--- src/rtl/fpnew_divsqrt_wb_ctrl.sv ---
// fpnew_divsqrt_wb_ctrl: issue/writeback sequencer for the iterative FP32
// div/sqrt datapath. One operation in flight at a time; the result is held
// on a valid/ready port until accepted, with back-to-back issue allowed on
// the accepting cycle.
// Optional feature macro: FPNEW_DIVSQRT_EARLY_EXIT_EN (special operands
// bypass the datapath and complete one cycle after accept).
module fpnew_divsqrt_wb_ctrl #(
    parameter int unsigned WIDTH       = 32,
    parameter int unsigned TAG_WIDTH   = 5,
    parameter int unsigned DIV_CYCLES  = 11,
    parameter int unsigned SQRT_CYCLES = 10
) (
    input  logic                 clk_i,
    input  logic                 rst_ni,
    input  logic                 flush_i,
    input  logic                 in_valid_i,
    output logic                 in_ready_o,
    input  logic                 op_is_sqrt_i,
    input  logic                 in_special_i,
    input  logic [WIDTH-1:0]     special_result_i,
    input  logic [4:0]           special_status_i,
    input  logic [TAG_WIDTH-1:0] tag_i,
    output logic                 dp_start_o,
    input  logic [WIDTH-1:0]     dp_result_i,
    input  logic [4:0]           dp_status_i,
    output logic                 out_valid_o,
    input  logic                 out_ready_i,
    output logic [WIDTH-1:0]     out_result_o,
    output logic [4:0]           out_status_o,
    output logic [TAG_WIDTH-1:0] out_tag_o,
    output logic                 busy_o
);

    localparam int unsigned MAX_CYCLES = (DIV_CYCLES > SQRT_CYCLES) ? DIV_CYCLES : SQRT_CYCLES;
    localparam int unsigned CNT_W      = $clog2(MAX_CYCLES + 1);
    localparam logic [CNT_W-1:0] DIV_LOAD  = CNT_W'(DIV_CYCLES - 1);
    localparam logic [CNT_W-1:0] SQRT_LOAD = CNT_W'(SQRT_CYCLES - 1);

    typedef enum logic [1:0] {
        IDLE,
        BUSY,
        HOLD
    } state_t;

    state_t                 r_state;
    logic [CNT_W-1:0]       r_cnt;
    logic                   r_out_valid;
    logic [WIDTH-1:0]       r_out_result;
    logic [4:0]             r_out_status;
    logic [TAG_WIDTH-1:0]   r_out_tag;

    logic                   w_in_ready;
    logic                   w_accept;
    logic                   w_early;

    // Issue readiness: idle always, hold only when the held result drains this cycle.
    always_comb begin
        w_in_ready = 1'b0;
        unique case (r_state)
            IDLE:    w_in_ready = 1'b1;
            HOLD:    w_in_ready = out_ready_i;
            default: w_in_ready = 1'b0;
        endcase
        if (flush_i) begin
            w_in_ready = 1'b0;
        end
    end

    assign w_accept = in_valid_i & w_in_ready;

`ifdef FPNEW_DIVSQRT_EARLY_EXIT_EN
    assign w_early    = w_accept & in_special_i;
    assign dp_start_o = w_accept & ~in_special_i;
`else
    logic w_unused_special;
    assign w_unused_special = ^{in_special_i, special_result_i, special_status_i};
    assign w_early    = 1'b0;
    assign dp_start_o = w_accept;
`endif

    // Sequencer FSM: accept, count latency, capture, hold until handshake.
    // Accept is shared by IDLE and HOLD since in_ready already encodes the drain condition.
    always_ff @(posedge clk_i or negedge rst_ni) begin
        if (!rst_ni) begin
            r_state      <= IDLE;
            r_cnt        <= '0;
            r_out_valid  <= 1'b0;
            r_out_result <= '0;
            r_out_status <= '0;
            r_out_tag    <= '0;
        end else if (flush_i) begin
            r_state     <= IDLE;
            r_cnt       <= '0;
            r_out_valid <= 1'b0;
        end else begin
            unique case (r_state)
                IDLE, HOLD: begin
                    if (r_state == HOLD && out_ready_i) begin
                        r_state     <= IDLE;
                        r_out_valid <= 1'b0;
                    end
                    if (w_accept) begin
                        r_out_tag <= tag_i;
                        if (w_early) begin
                            r_state      <= HOLD;
                            r_cnt        <= '0;
                            r_out_valid  <= 1'b1;
                            r_out_result <= special_result_i;
                            r_out_status <= special_status_i;
                        end else begin
                            r_state     <= BUSY;
                            r_cnt       <= op_is_sqrt_i ? SQRT_LOAD : DIV_LOAD;
                            r_out_valid <= 1'b0;
                        end
                    end
                end
                BUSY: begin
                    r_cnt <= r_cnt - 1'b1;
                    if (r_cnt == CNT_W'(1)) begin
                        r_state      <= HOLD;
                        r_out_valid  <= 1'b1;
                        r_out_result <= dp_result_i;
                        r_out_status <= dp_status_i;
                    end
                end
                default: begin
                    r_state <= IDLE;
                    r_cnt   <= '0;
                end
            endcase
        end
    end

    assign in_ready_o   = w_in_ready;
    assign out_valid_o  = r_out_valid;
    assign out_result_o = r_out_result;
    assign out_status_o = r_out_status;
    assign out_tag_o    = r_out_tag;
    assign busy_o       = (r_state != IDLE);

endmodule

--- config.mk ---
export PLATFORM = sky130hd
export DESIGN_NAME = fpnew_divsqrt_wb_ctrl
export DESIGN_NICKNAME = d
export VERILOG_FILES = /design/src/rtl/fpnew_divsqrt_wb_ctrl.sv
export SDC_FILE = /design/constraint.sdc
export NUM_CORES = 1
export LEC_CHECK = 0
export ABC_AREA = 1
export BUFFER_PORTS_ARGS = -buffer_cell sky130_fd_sc_hd__buf_4
export CORE_MARGIN = 2
export CORE_UTILIZATION = 40
export CTS_BUF_LIST = sky130_fd_sc_hd__clkbuf_8
export DETAILED_ROUTE_END_ITERATION = 7
export GPL_TIMING_DRIVEN = 1
export PLACE_DENSITY = 0.76
export SYNTH_ARGS = -nofsm -noshare
export SYNTH_HDL_FRONTEND = slang
export SYNTH_SLANG_ARGS = --single-unit
--- constraint.sdc ---
create_clock -name clk_i -period 3.7 [get_ports clk_i]
set_input_delay 0.185 -clock clk_i [delete_from_list [all_inputs] [get_ports clk_i]]
set_output_delay 0.185 -clock clk_i [all_outputs]
set_load 0.05 [all_outputs]
; Word-level counts from Yosys, hierarchy flattened
; Index checks and enable logic that the tools add are counted.
[word_totals]
ff_bits = 49
in_bits = 86
[classes]
add_sub_neg = 1
n_eq_ne = 6
muxes = 16
n_bitwise = 2
reduce_logical = 9
[ops]
columns = operator, n
row1 = $mux W2, 5
row2 = $reduce_and A3 Y1, 3
row3 = $mux W4, 2
row4 = $pmux W4 S2, 1
row5 = $ne A3 B3 Y1 const B, 2
row6 = $mux W1, 5
row7 = $eq A4 B1 Y1 const B, 1
row8 = $ne A4 B4 Y1 const B, 1
row9 = $pmux W1 S2, 2
row10 = $pmux W2 S2, 1
row11 = $sub A4 B1 Y4 const B, 1
row12 = $reduce_bool A3 Y1, 1
row13 = $eq A2 B1 Y1 const B, 1
row14 = $eq A2 B2 Y1 const B, 1
row15 = $logic_not A2 Y1, 1
row16 = $reduce_and A2 Y1, 1
row17 = $reduce_bool A2 Y1, 1
row18 = $reduce_or A2 Y1, 1
row19 = $and A1 B1 Y1, 1
row20 = $logic_and A1 B1 Y1, 1
row21 = $not A1 Y1, 1

; Logic depth before layout (Yosys ltp)
; Gate-level depths: netlist of the first run.
[depth]
depth_word = 7
ltp_mapped = 9
ltp_nobuf = 9

; Least setup slack after synthesis of the first run
; No wires, ideal clock.
[synth_timing]
path_kind = register to output
startpoint = reg r_state[0]
endpoint = out in_ready_o
t_arrival_ns = 1.330
required_ns = 3.515
slack_ns = 2.185
stages_incl_launch_ff = 4
n_path_buf = 0
path_cell_list = dfrtp_1 > inv_2 > nand2_1 > a21oi_1
[synth_via]
elab_chain_len = 3
[synth_lines]
columns = element, line_no
row1 = from (decl), 45  ; state_t r_state;
row2 = from (signal assigned), 85  ; r_state <= IDLE;
row3 = from (signal assigned), 92  ; r_state <= IDLE;
row4 = from (signal assigned), 99  ; r_state <= IDLE;
row5 = $eq A2 B2 Y1 or $logic_not A2 Y1 (tied branches), 59  ; unique case (r_state)
row6 = $pmux W1 S2 *, 59
row7 = $mux W1 *, 64  ; if (flush_i) begin
row8 = to (decl), 17  ; output logic in_ready_o,
; Every way passes the cells marked *; elsewhere a longest branch is shown, timed or not.

; Final worst setup path of the first run
[layout_timing]
startpoint = reg r_cnt[1]
endpoint = reg r_out_status[0] (netlist: out_status_o[0])
[layout_via]
elab_chain_len = 2
[layout_lines]
columns = element, line_no
row1 = from (decl), 46  ; logic [CNT_W-1:0] r_cnt;
row2 = from (signal assigned), 112  ; r_cnt <= op_is_sqrt_i ? SQRT_LOAD : DIV_LOAD;
row3 = from (signal assigned), 118  ; r_cnt <= r_cnt - 1'b1;
row4 = $eq A4 B1 Y1, 119  ; if (r_cnt == CNT_W'(1)) begin
row5 = $reduce_and A3 Y1 (no source line), --
row6 = to (signal assigned), 109  ; r_out_status <= special_status_i;
row7 = to (signal assigned), 123  ; r_out_status <= dp_status_i;
row8 = to (decl), 49  ; logic [4:0] r_out_status;
; No other way between the ends.
; A chain may end at the register's enable or synchronous reset.

==> impl_metrics.csv, run 1 <==
group,metric,value,unit
place,dp.cells,393,
timing,setup_viol,0,
synth,synth_area,2120,sq um
routing,routed-via-count,1732,
place,dpl-instance-area,2840,sq um
cts,cts_hold_buffers,1,
synth,syn_area_per_cell,8.93,sq um
cts,cts_resized,0,
critical_path,crit_path_end,"out_status_o[0]",
timing,relSlewSlack,56.4,%
critical_path,critPathKind,"flip-flop to flip-flop",
final_layout,final_layout_size_suffix_gt1_share,35.2,%
place,io_buffers,93,
final_layout,fill_cells,477,
critical_path,worstSetupStartpoint,"r_cnt[1]",
synth,synth_top_area_share,58.0,%
cts,cts.sinks,49,
timing,fmax,464,MHz
timing,fin_tns_setup,0,ns
final_layout,final_core_util,57.3,%
routing,wirelength,4270,um
floorplan,die_w,76.7,um
cts,cts_buffers,5,
floorplan,dieHeight,76.7,um
timing,fin_crit,2.15,ns
synth,synth_area_leaders,"dfrtp_1, nand2_1, inv_1, o21ai_1, o21ai_2",
synth,synthArstFlopShare,100,%
floorplan,rows,26,
final_layout,stdcell_count,402,
worst_hold_path,hold_path_class,"input pin to flip-flop",
grt,grt_pass1_wl,7290,um
grt,use_met1,19.5,%
final_layout,final_area,2930,sq um
power_and_ir_drop,p_per_area,915,nW/um^2
cts,cts_tree,"built",
synth,synth.distinct_cells,21,
floorplan,die-area,5890,sq um
synth,ys_seq_area_share,58.0,%
synth,synth_nets,325,
run_status,run_status,"complete, no violations",
final_layout,final_nets,419,
critical_path,timing.rr.end,"out_status_o[0]",
grt,grt_max_degree,50,
critical_path,crit_path_start_kind,"flip-flop",
critical_path,worst_setup_path_end_kind,"flip-flop",
synth,yosysMostFrequentCell,"nand2_1",
grt,grt_pass1_vias,1639,
floorplan,core_area,5110,sq um
grt,antenna_found_initial,0,
timing,slew_violations,0,
synth,synth_edf_count,0,
power_and_ir_drop,vdd_drop_max,0.000520,V
synth,synthCells,237,
timing,rsz0062_at_grt,"no",
final_layout,area_delta_synth_final,38.4,%
routing,vias_per_cell,4.31,
synth,ys_ff_latch,49,
grt,gr-usage-met3,3.29,%
grt,grt_busiest_layer,"met2",
place,gp_congestion,0.775,
timing,fin_skew,0.00669,ns
critical_path,rr_startpoint,"r_cnt[1]",
synth,synthFlopType,"dfrtp_1",
routing,postRouteAntennaNets,0,
cts,insertion_delay,0.29,ns
grt,grtUsageTotal,15.2,%
timing,finalHoldViolCount,0,
grt,use_met2,25.0,%
critical_path,cp_max_fo,45,
place,dp.final_hpwl,3100,um
cts,cts_root_buffer,"clkbuf_8",
synth,yosysWarnings,0,
critical_path,crit_arrival,2.31,ns
routing,avgRoutedWirePerCell,10.6,um
cts,clkTransAtPathRegs,0.08,ns
routing,route.detailed.drc,0,
synth,yosys.area.top_type,"dfrtp_1",
critical_path,reg2reg_depth,8,
power_and_ir_drop,power_leakage,0.00168,uW
routing,dr.pass1.iters,4,
floorplan,start_util,41.4,%
floorplan,ios,132,
timing,min_period_over_period,58.2,%
routing,drt_first_iter_violations,56,
final_layout,n_antenna_cell,0,
synth,yosys-top-cells-count,"nand2_1, dfrtp_1, inv_1",
timing,hold_ws,0.0829,ns
cts,htree_num_levels,2,
job,drv_cap,0,
critical_path,r2r_slack,1.55,ns
cts,clock_path_buffers,2,
critical_path,critical_path_required,3.86,ns
grt,gr-total-overflow,0,
timing,tightest_slew,0.653,ns
cts,cts_setup_buffers,0,
-- cells in the final DEF (no fill, tap or decap), drive strengths merged --
| cell type | count |
|---|---|
| buf | 94 |
| nand3 | 5 |
| dfrtp | 49 |
| inv | 49 |
| a21oi | 3 |
| clkbuf | 5 |
| or2 | 1 |
| ha | 2 |
| o21ai | 42 |
| o22ai | 1 |
| dlygate4sd3 | 1 |
| nand2 | 73 |
| nor2 | 7 |
-- worst min path at each step --
stage                     slack (ns)              end  cells past startpoint     start
after floorplan                -0.11  out_result_o[0]                      0    rst_ni
after global placement          0.24     out_tag_o[3]                      1    rst_ni
after detailed placement        0.25     out_tag_o[3]                      1    rst_ni
after CTS                       0.07     out_tag_o[1]                      3  tag_i[1]
after global routing            0.08     out_tag_o[1]                      3  tag_i[1]
final                           0.08     out_tag_o[1]                      3  tag_i[1]
-- per-stage QoR --
stage	power, uW	setup slack (ns)
5_1_grt	2830	1.33
3_5_place_dp	2420	1.52
3_3_place_gp	2390	1.57
4_1_cts	2710	1.51
6_report	2680	1.55
2_1_floorplan	1930	2.18
-- final cells by class --
| class | instances | area (sq um) | share of cell area (%) |
|---|---|---|---|
| timing repair buffer | 95 | 716 | 24.4 |
| inverter | 46 | 173 | 5.89 |
| multi-input combinational | 134 | 647 | 22.1 |
| clock inverter | 3 | 11.3 | 0.384 |
| tap | 70 | 87.6 | 2.99 |
| clock buffer | 5 | 68.8 | 2.35 |
| sequential | 49 | 1230 | 41.9 |
-- worst max-delay path, stage by stage (launching register included) --
cell	delay, ns
dfrtp_1	0.40
inv_1	0.08
ha_1	0.15
nand2_2	0.07
nor2_4	0.10
nand3_2	0.51
buf_4	0.49
nand2_1	0.10
o21ai_0	0.09
-- power by group --
part | switching, uW | internal (uW) | leakage, uW | total [uW]
clock network | 159 | 126 | 0.0000519 | 285
logic | 1060 | 445 | 0.000992 | 1500
registers | 128 | 762 | 0.000639 | 890
total | 1350 | 1330 | 0.00168 | 2680
-- kinds of logic after synthesis --
family,after synthesis,synth area share (%)
adder cells (fa/ha/maj),2,1.18
AO/OA/AOI/OAI,46,12.9
AND/OR/NAND/NOR,86,16.5
flip-flops,49,58.0
buffers and inverters,54,11.5
-- routing by layer --
metal  vias to the layer above  part of all wire, %
met5                         -                    0
met4                         0                  1.3
met3                         5                  5.8
met2                        65                   47
met1                       754                   46
li1                        908                    -
-- sequential cells by signal, indices dropped and copies added (netlist names) --
| name | cells |
|---|---|
| out_status_o | 5 |
| r_cnt | 4 |
| out_result_o | 32 |
| r_state | 2 |
| out_valid_o | 1 |
| out_tag_o | 5 |
No activity file was read; power rests on OpenSTA's default activity.
==> inputs of run 2 (changes only) <==
PLACE_DENSITY = 0.79   (was 0.76)
clock period = 1.9 ns   (was 3.7 ns; I/O delays follow)
==> run 2 against run 1 <==
  * Non-clock buffer count rose by 6
  * Clock power up 100%
  * Count of clock-buffer cells in the layout grew 1
  * Power rose by 96%
  * First-iteration DRC count is 8.9% higher
  * Sequential share of layout area fell by 1.2 points
  * Hold slack worse by 0.036 ns
  * Die area unchanged
  * Core utilization rose by 1.7 points
  * Sequential power grew 96%
==> impl_metrics.csv, run 2 (same netlist as run 1, synthesis figures left out) <==
group,metric,value,unit
grt,grt_max_degree,50,
run_status,run_status,"complete, no violations",
critical_path,reg2reg_depth,8,
grt,gr-total-overflow,0,
timing,min_period_over_period,84.7,%
routing,drt_first_iter_violations,61,
routing,postRouteAntennaNets,0,
floorplan,start_util,41.4,%
final_layout,final_layout_size_suffix_gt1_share,35.3,%
worst_hold_path,holdPathEnd,"out_result_o[9]",
final_layout,layout_commonest_cell,"buf_4",
power_and_ir_drop,vdd_drop_max,0.000884,V
timing,worst_slack,0.291,ns
routing,dr.pass1.iters,4,
final_layout,area_delta_synth_final,42.6,%
final_layout,fill_cells,433,
critical_path,critPathKind,"flip-flop to output pin",
cts,htree_num_levels,2,
cts,cts_buffers,5,
power_and_ir_drop,power_leakage,0.00172,uW
worst_hold_path,holdPathStages,3,
job,drv_cap,0,
place,post-place-ws,0.497,ns
floorplan,die-area,5890,sq um
floorplan,die_w,76.7,um
routing,routed-via-count,1770,
place,dp.final_hpwl,3120,um
grt,grtUsageTotal,15.0,%
timing,finalHoldViolCount,0,
routing,avgRoutedWirePerCell,10.3,um
place,io_buffers,93,
cts,cts_root_buffer,"clkbuf_8",
timing,tightest_slew,0.596,ns
critical_path,crit_path_start_kind,"flip-flop",
critical_path,timing.rr.end,"out_result_o[18]",
timing,fin_skew,0.0111,ns
final_layout,n_antenna_cell,0,
grt,grt_pass1_vias,1629,
routing,route.detailed.drc,0,
floorplan,ios,132,
final_layout,largest_reg_flops,32,
critical_path,worst_setup_path_end_kind,"output pin",
cts,clock_path_buffers,2,
cts,cts.sinks,49,
final_layout,final_nets,425,
place,gp_congestion,0.813,
floorplan,core_area,5110,sq um
routing,wirelength,4210,um
worst_hold_path,hold_path_class,"input pin to flip-flop",
cts,insertion_delay,0.29,ns
grt,grt_pass1_wl,7190,um
timing,slew_violations,0,
critical_path,cp_max_fo,7,
power_and_ir_drop,total_power,5260,uW
cts,cts_tree,"built",
critical_path,crit_arrival,1.51,ns
worst_hold_path,hold_path_startpoint,"dp_result_i[9]",
final_layout,final_cell_mix,"buf_4, nand2_1, dfrtp_1, inv_1, o21ai_1",
grt,antenna_found_initial,0,
routing,vias_per_cell,4.35,
timing,fmax,621,MHz
timing,fin_tns_setup,0,ns
timing,fin_crit,1.61,ns
timing,rsz0062_at_grt,"no",
timing,setup_viol,0,
floorplan,dieHeight,76.7,um
power_and_ir_drop,p_per_area,1740,nW/um^2
critical_path,rr_startpoint,"r_cnt[1]",
cts,clkTransAtPathRegs,0.09,ns
critical_path,critical_path_required,1.80,ns
floorplan,rows,26,
timing,relSlewSlack,60.3,%
critical_path,r2r_slack,0.44,ns
[run 2: changes by cell type in the layout (fill, tap and decap cells not counted), sizes merged]
cell	before	now
buf	94	95
inv	49	47
dlygate4sd3	1	6
clkbuf	5	6
[run 2: worst max-delay path by stage]
stage | from | to | slack (ns) | cells after the start
floorplan | r_state[0] | in_ready_o | 0.47 | 3
global placement | r_cnt[1] | out_status_o[3] | 0.52 | 8
detailed placement | r_cnt[1] | out_result_o[0] | 0.50 | 8
CTS | r_state[1] | dp_start_o | 0.27 | 4
global route | r_state[1] | dp_start_o | 0.17 | 4
finish | r_state[1] | dp_start_o | 0.29 | 4
[run 2: critical path, stage by stage, from the launching register on]
cell and delay (ns):
dfrtp_1 0.44, nand2_1 0.14, nand3_1 0.20, inv_1 0.21
buf_4 0.23
[run 2: where the power goes]
part | total, uW | internal (uW) | switching [uW]
Clock | 580 | 284 | 297
Sequential | 1740 | 1480 | 252
Combinational | 2940 | 879 | 2060
Total | 5260 | 2650 | 2610
[run 2: routing by layer]
| layer | global-route usage (%) | routed length (um) | vias up |
|---|---|---|---|
| met1 | 18.8 | 1880 | 786 |
| met4 | 7.09 | 56 | 0 |
| met2 | 25.3 | 2050 | 58 |
| met3 | 2.59 | 225 | 4 |
| li1 | - | - | 922 |
| met5 | 0 | 0 | - |
[run 2: layout make-up]
type | count | area [sq um] | area share [%]
Clock inverter | 1 | 3.75 | 0.124
Timing Repair Buffer | 101 | 798 | 26.5
Inverter | 46 | 173 | 5.72
Clock buffer | 6 | 82.6 | 2.74
Tap cell | 70 | 87.6 | 2.90
Sequential cell | 49 | 1230 | 40.6
Multi-Input combinational cell | 134 | 647 | 21.4
[run 2: through the flow]
step           std cells  util (%)  instance area (sq um)  hold slack [ns]
3_5_place_dp         394      56.2                   2870            0.148
4_1_cts              407      59.1                   3020           0.0327
5_1_grt              407      59.1                   3020           0.0456
2_1_floorplan        237         -                   2120           -0.201
6_report             407      59.1                   3020           0.0468
3_3_place_gp         394      56.2                   2870            0.147
[run 2: timing repair]
action                                  in CTS  in global routing
gates resized for setup                      0                  0
endpoints found under the setup margin       0                  0
endpoints found under the hold margin       54                  0
hold buffers                                 6                  0
setup buffers                                0                  0
==> inputs of run 3 (changes only) <==
ABC_AREA = 0   (was 1)
PLACE_DENSITY = 0.76   (was 0.79)
clock period = 1.6 ns   (was 1.9 ns; I/O delays follow)
==> run 3 against run 2 <==
  * Global-route usage up 2.3 points
  * Largest power group unchanged
  * Design area rose by 12%
  * First-iteration DRC count rose by 57%
  * The flow now finishes with violations (negative setup slack)
  * Critical path type is now flip-flop to flip-flop
  * Combinational power rose by 18%
  * Worst setup slack got worse by 0.29 ns
==> impl_metrics.csv, run 3 <==
group,metric,value,unit
floorplan,core_area,5110,sq um
routing,vias_per_cell,4.66,
timing,rsz0062_at_grt,"yes",
routing,postRouteAntennaNets,0,
synth,synthFlopType,"dfrtp_1",
synth,synth_nets,228,
critical_path,rr_startpoint,"r_cnt[1]",
critical_path,worstSetupStartpoint,"r_cnt[1]",
critical_path,critPathKind,"flip-flop to flip-flop",
routing,avgRoutedWirePerCell,14.9,um
synth,synth_area_leaders,"dfrtp_1, mux2_4, mux2_2, buf_6, ha_1",
timing,fmax,625,MHz
critical_path,critPathBufInv,2,
cts,htree_num_levels,2,
place,dpl-instance-area,2930,sq um
floorplan,start_util,41.4,%
critical_path,crit_arrival,1.79,ns
timing,finalHoldViolCount,0,
critical_path,cpMaxStageDelayCell,"dfrtp_1",
routing,route.detailed.drc,0,
critical_path,critPathMaxStageDelay,0.40,ns
floorplan,rows,26,
synth,synthCells,140,
run_status,run_status,"finished, violations left",
synth,synth_area,2120,sq um
timing,slew_violations,0,
timing,tightest_slew,0.608,ns
timing,relSlewSlack,59.5,%
final_layout,area_delta_synth_final,60.1,%
floorplan,die-area,5890,sq um
critical_path,worst_setup_path_end_kind,"flip-flop",
critical_path,cp_cell_sequence,"inv_2 > ha_4 > nor3b_4 > nand3b_4 > buf_12 > mux2_4",
grt,gr-total-overflow,0,
final_layout,layout_commonest_cell,"buf_4",
synth,yosys.area.top_type,"dfrtp_1",
grt,grtUsageTotal,17.3,%
critical_path,crit_path_start_kind,"flip-flop",
place,io_buffers,93,
grt,grt_pass1_vias,1677,
worst_hold_path,hold_path_class,"input pin to flip-flop",
power_and_ir_drop,vdd_drop_max,0.00114,V
floorplan,ios,132,
routing,routed-via-count,1603,
synth,yosys-top-cells-count,"dfrtp_1, mux2_2, mux2_4",
floorplan,die_w,76.7,um
grt,grt_max_degree,50,
job,drv_cap,0,
timing,fin_skew,0.00611,ns
timing,fin_crit,1.60,ns
grt,grt_pass1_wl,8100,um
power_and_ir_drop,total_power,6210,uW
timing,setup_viol,4,
final_layout,final_cell_mix,"buf_4, dfrtp_1, dlygate4sd3_1, mux2_2, mux2_4",
place,dp.final_hpwl,3280,um
synth,synth_top_area_share,58.0,%
synth,yosysMostFrequentCell,"dfrtp_1",
floorplan,dieHeight,76.7,um
synth,synth_edf_count,0,
cts,cts_tree,"built",
final_layout,final_layout_size_suffix_gt1_share,60.6,%
power_and_ir_drop,p_per_area,1830,nW/um^2
routing,wirelength,5120,um
critical_path,critical_path_required,1.79,ns
power_and_ir_drop,power_leakage,0.00177,uW
synth,ys_seq_area_share,58.0,%
synth,synth.distinct_cells,32,
cts,clkTransAtPathRegs,0.09,ns
cts,insertion_delay,0.30,ns
cts,cts.sinks,49,
synth,syn_area_per_cell,15.1,sq um
critical_path,cpLargestDelayFamily,"flip-flops",
grt,antenna_found_initial,0,
run_status,failed_checks,"negative setup slack",
synth,yosysWarnings,0,
worst_hold_path,hold_path_startpoint,"tag_i[4]",
cts,cts_root_buffer,"clkbuf_8",
routing,dr.pass1.iters,4,
synth,synthArstFlopShare,100,%
synth,ys_ff_latch,49,
timing,min_period_over_period,100,%
critical_path,cp_max_fo,14,
cts,cts_buffers,5,
routing,drt_first_iter_violations,96,
cts,clock_path_buffers,2,
timing,worst_slack,-0.000802,ns
final_layout,final_nets,361,
final_layout,final_area,3390,sq um
place,gp_congestion,0.732,
final_layout,n_antenna_cell,0,
final_layout,largest_reg_flops,32,
-- run 3: cell count changes in the layout (fill, tap and decap cells not counted), moves of 4 or more --
cell / delta
inv_1: -43
nand2_1: -67
dlygate4sd3_1: +22
nand3_1: -4
o21ai_0: -9
o21ai_1: -20
mux2_4: +19
o21ai_2: -10
buf_4: +10
mux2_2: +23
-- run 3: final timing paths --
kind / to / slack [ns] / cells past startpoint
hold reg to reg: out_tag_o[0] / 0.51 / 1
max in group asynchronous: out_tag_o[2] / 0.86 / 2
setup reg to reg: out_result_o[24] / -0.0008 / 6
setup / recovery: out_result_o[24] / -0.0008 / 6
hold / removal: out_tag_o[4] / 0.01 / 2
min in group asynchronous: out_result_o[25] / 0.34 / 2
-- run 3: worst reg2reg max path, delay by kind of cell, from the launching register on --
family	cells	cell delay, ns
flops	1	0.40
buf+inv	2	0.28
mux	1	0.31
simple gates	2	0.39
fa+ha+maj	1	0.12
-- run 3: per-stage QoR --
step | setup WS [ns] | util (%) | TNS (ns) | hold WS, ns | cells
floorplan | 0.0166 | - | 0 | -0.216 | 140
global placement | 0.0122 | 57.3 | 0 | 0.140 | 304
detailed placement | 0.00597 | 57.3 | 0 | 0.144 | 304
CTS | -0.0109 | 64.3 | -0.0297 | 0.000286 | 337
global route | -0.0753 | 66.3 | -2.07 | -0.000800 | 344
finish | -0.000802 | 66.3 | -0.00177 | 0.0108 | 344
-- run 3: layout make-up --
class                   count  area, sq um
repair buffers            134         1110
fillers                   385         1720
clock buffers               5         68.8
flip-flops and latches     49         1230
inverters                   4         15.0
well taps                  70         87.6
multi-input cells          79          857
clock inverters             3         22.5
-- run 3: cells by family after synthesis --
kind of cell    count (synthesis)  synth area share, %
simple gates                   22                 7.10
xor+xnor                        1                0.414
fa+ha+maj                       2                 1.18
mux                            43                 26.2
flops                          49                 58.0
compound gates                 11                 3.73
buf+inv                        12                 3.43
-- run 3: routing by layer --
| layer | global-route usage [%] | vias to the layer above | part of all wire (%) |
|---|---|---|---|
| li1 | - | 755 | - |
| met1 | 21.0 | 790 | 40 |
| met2 | 30.0 | 53 | 54 |
| met3 | 5.06 | 5 | 5.4 |
| met4 | 4.73 | 0 | 0.78 |
| met5 | 0 | - | 0 |
-- run 3: repair_timing --
action                                  4_1_cts  5_1_grt
hold endpoints to repair                     73        3
cloned                                        0        2
setup buffers                                 0        2
gates resized for setup                       2        5
endpoints found under the setup margin       14       38
hold buffers                                 25        3
-- run 3: power by group --
group	total, uW	internal, uW	leakage, uW	switching (uW)
clock network	734	307	0.0000364	426
logic	3460	1280	0.00110	2180
registers	2010	1720	0.000632	291
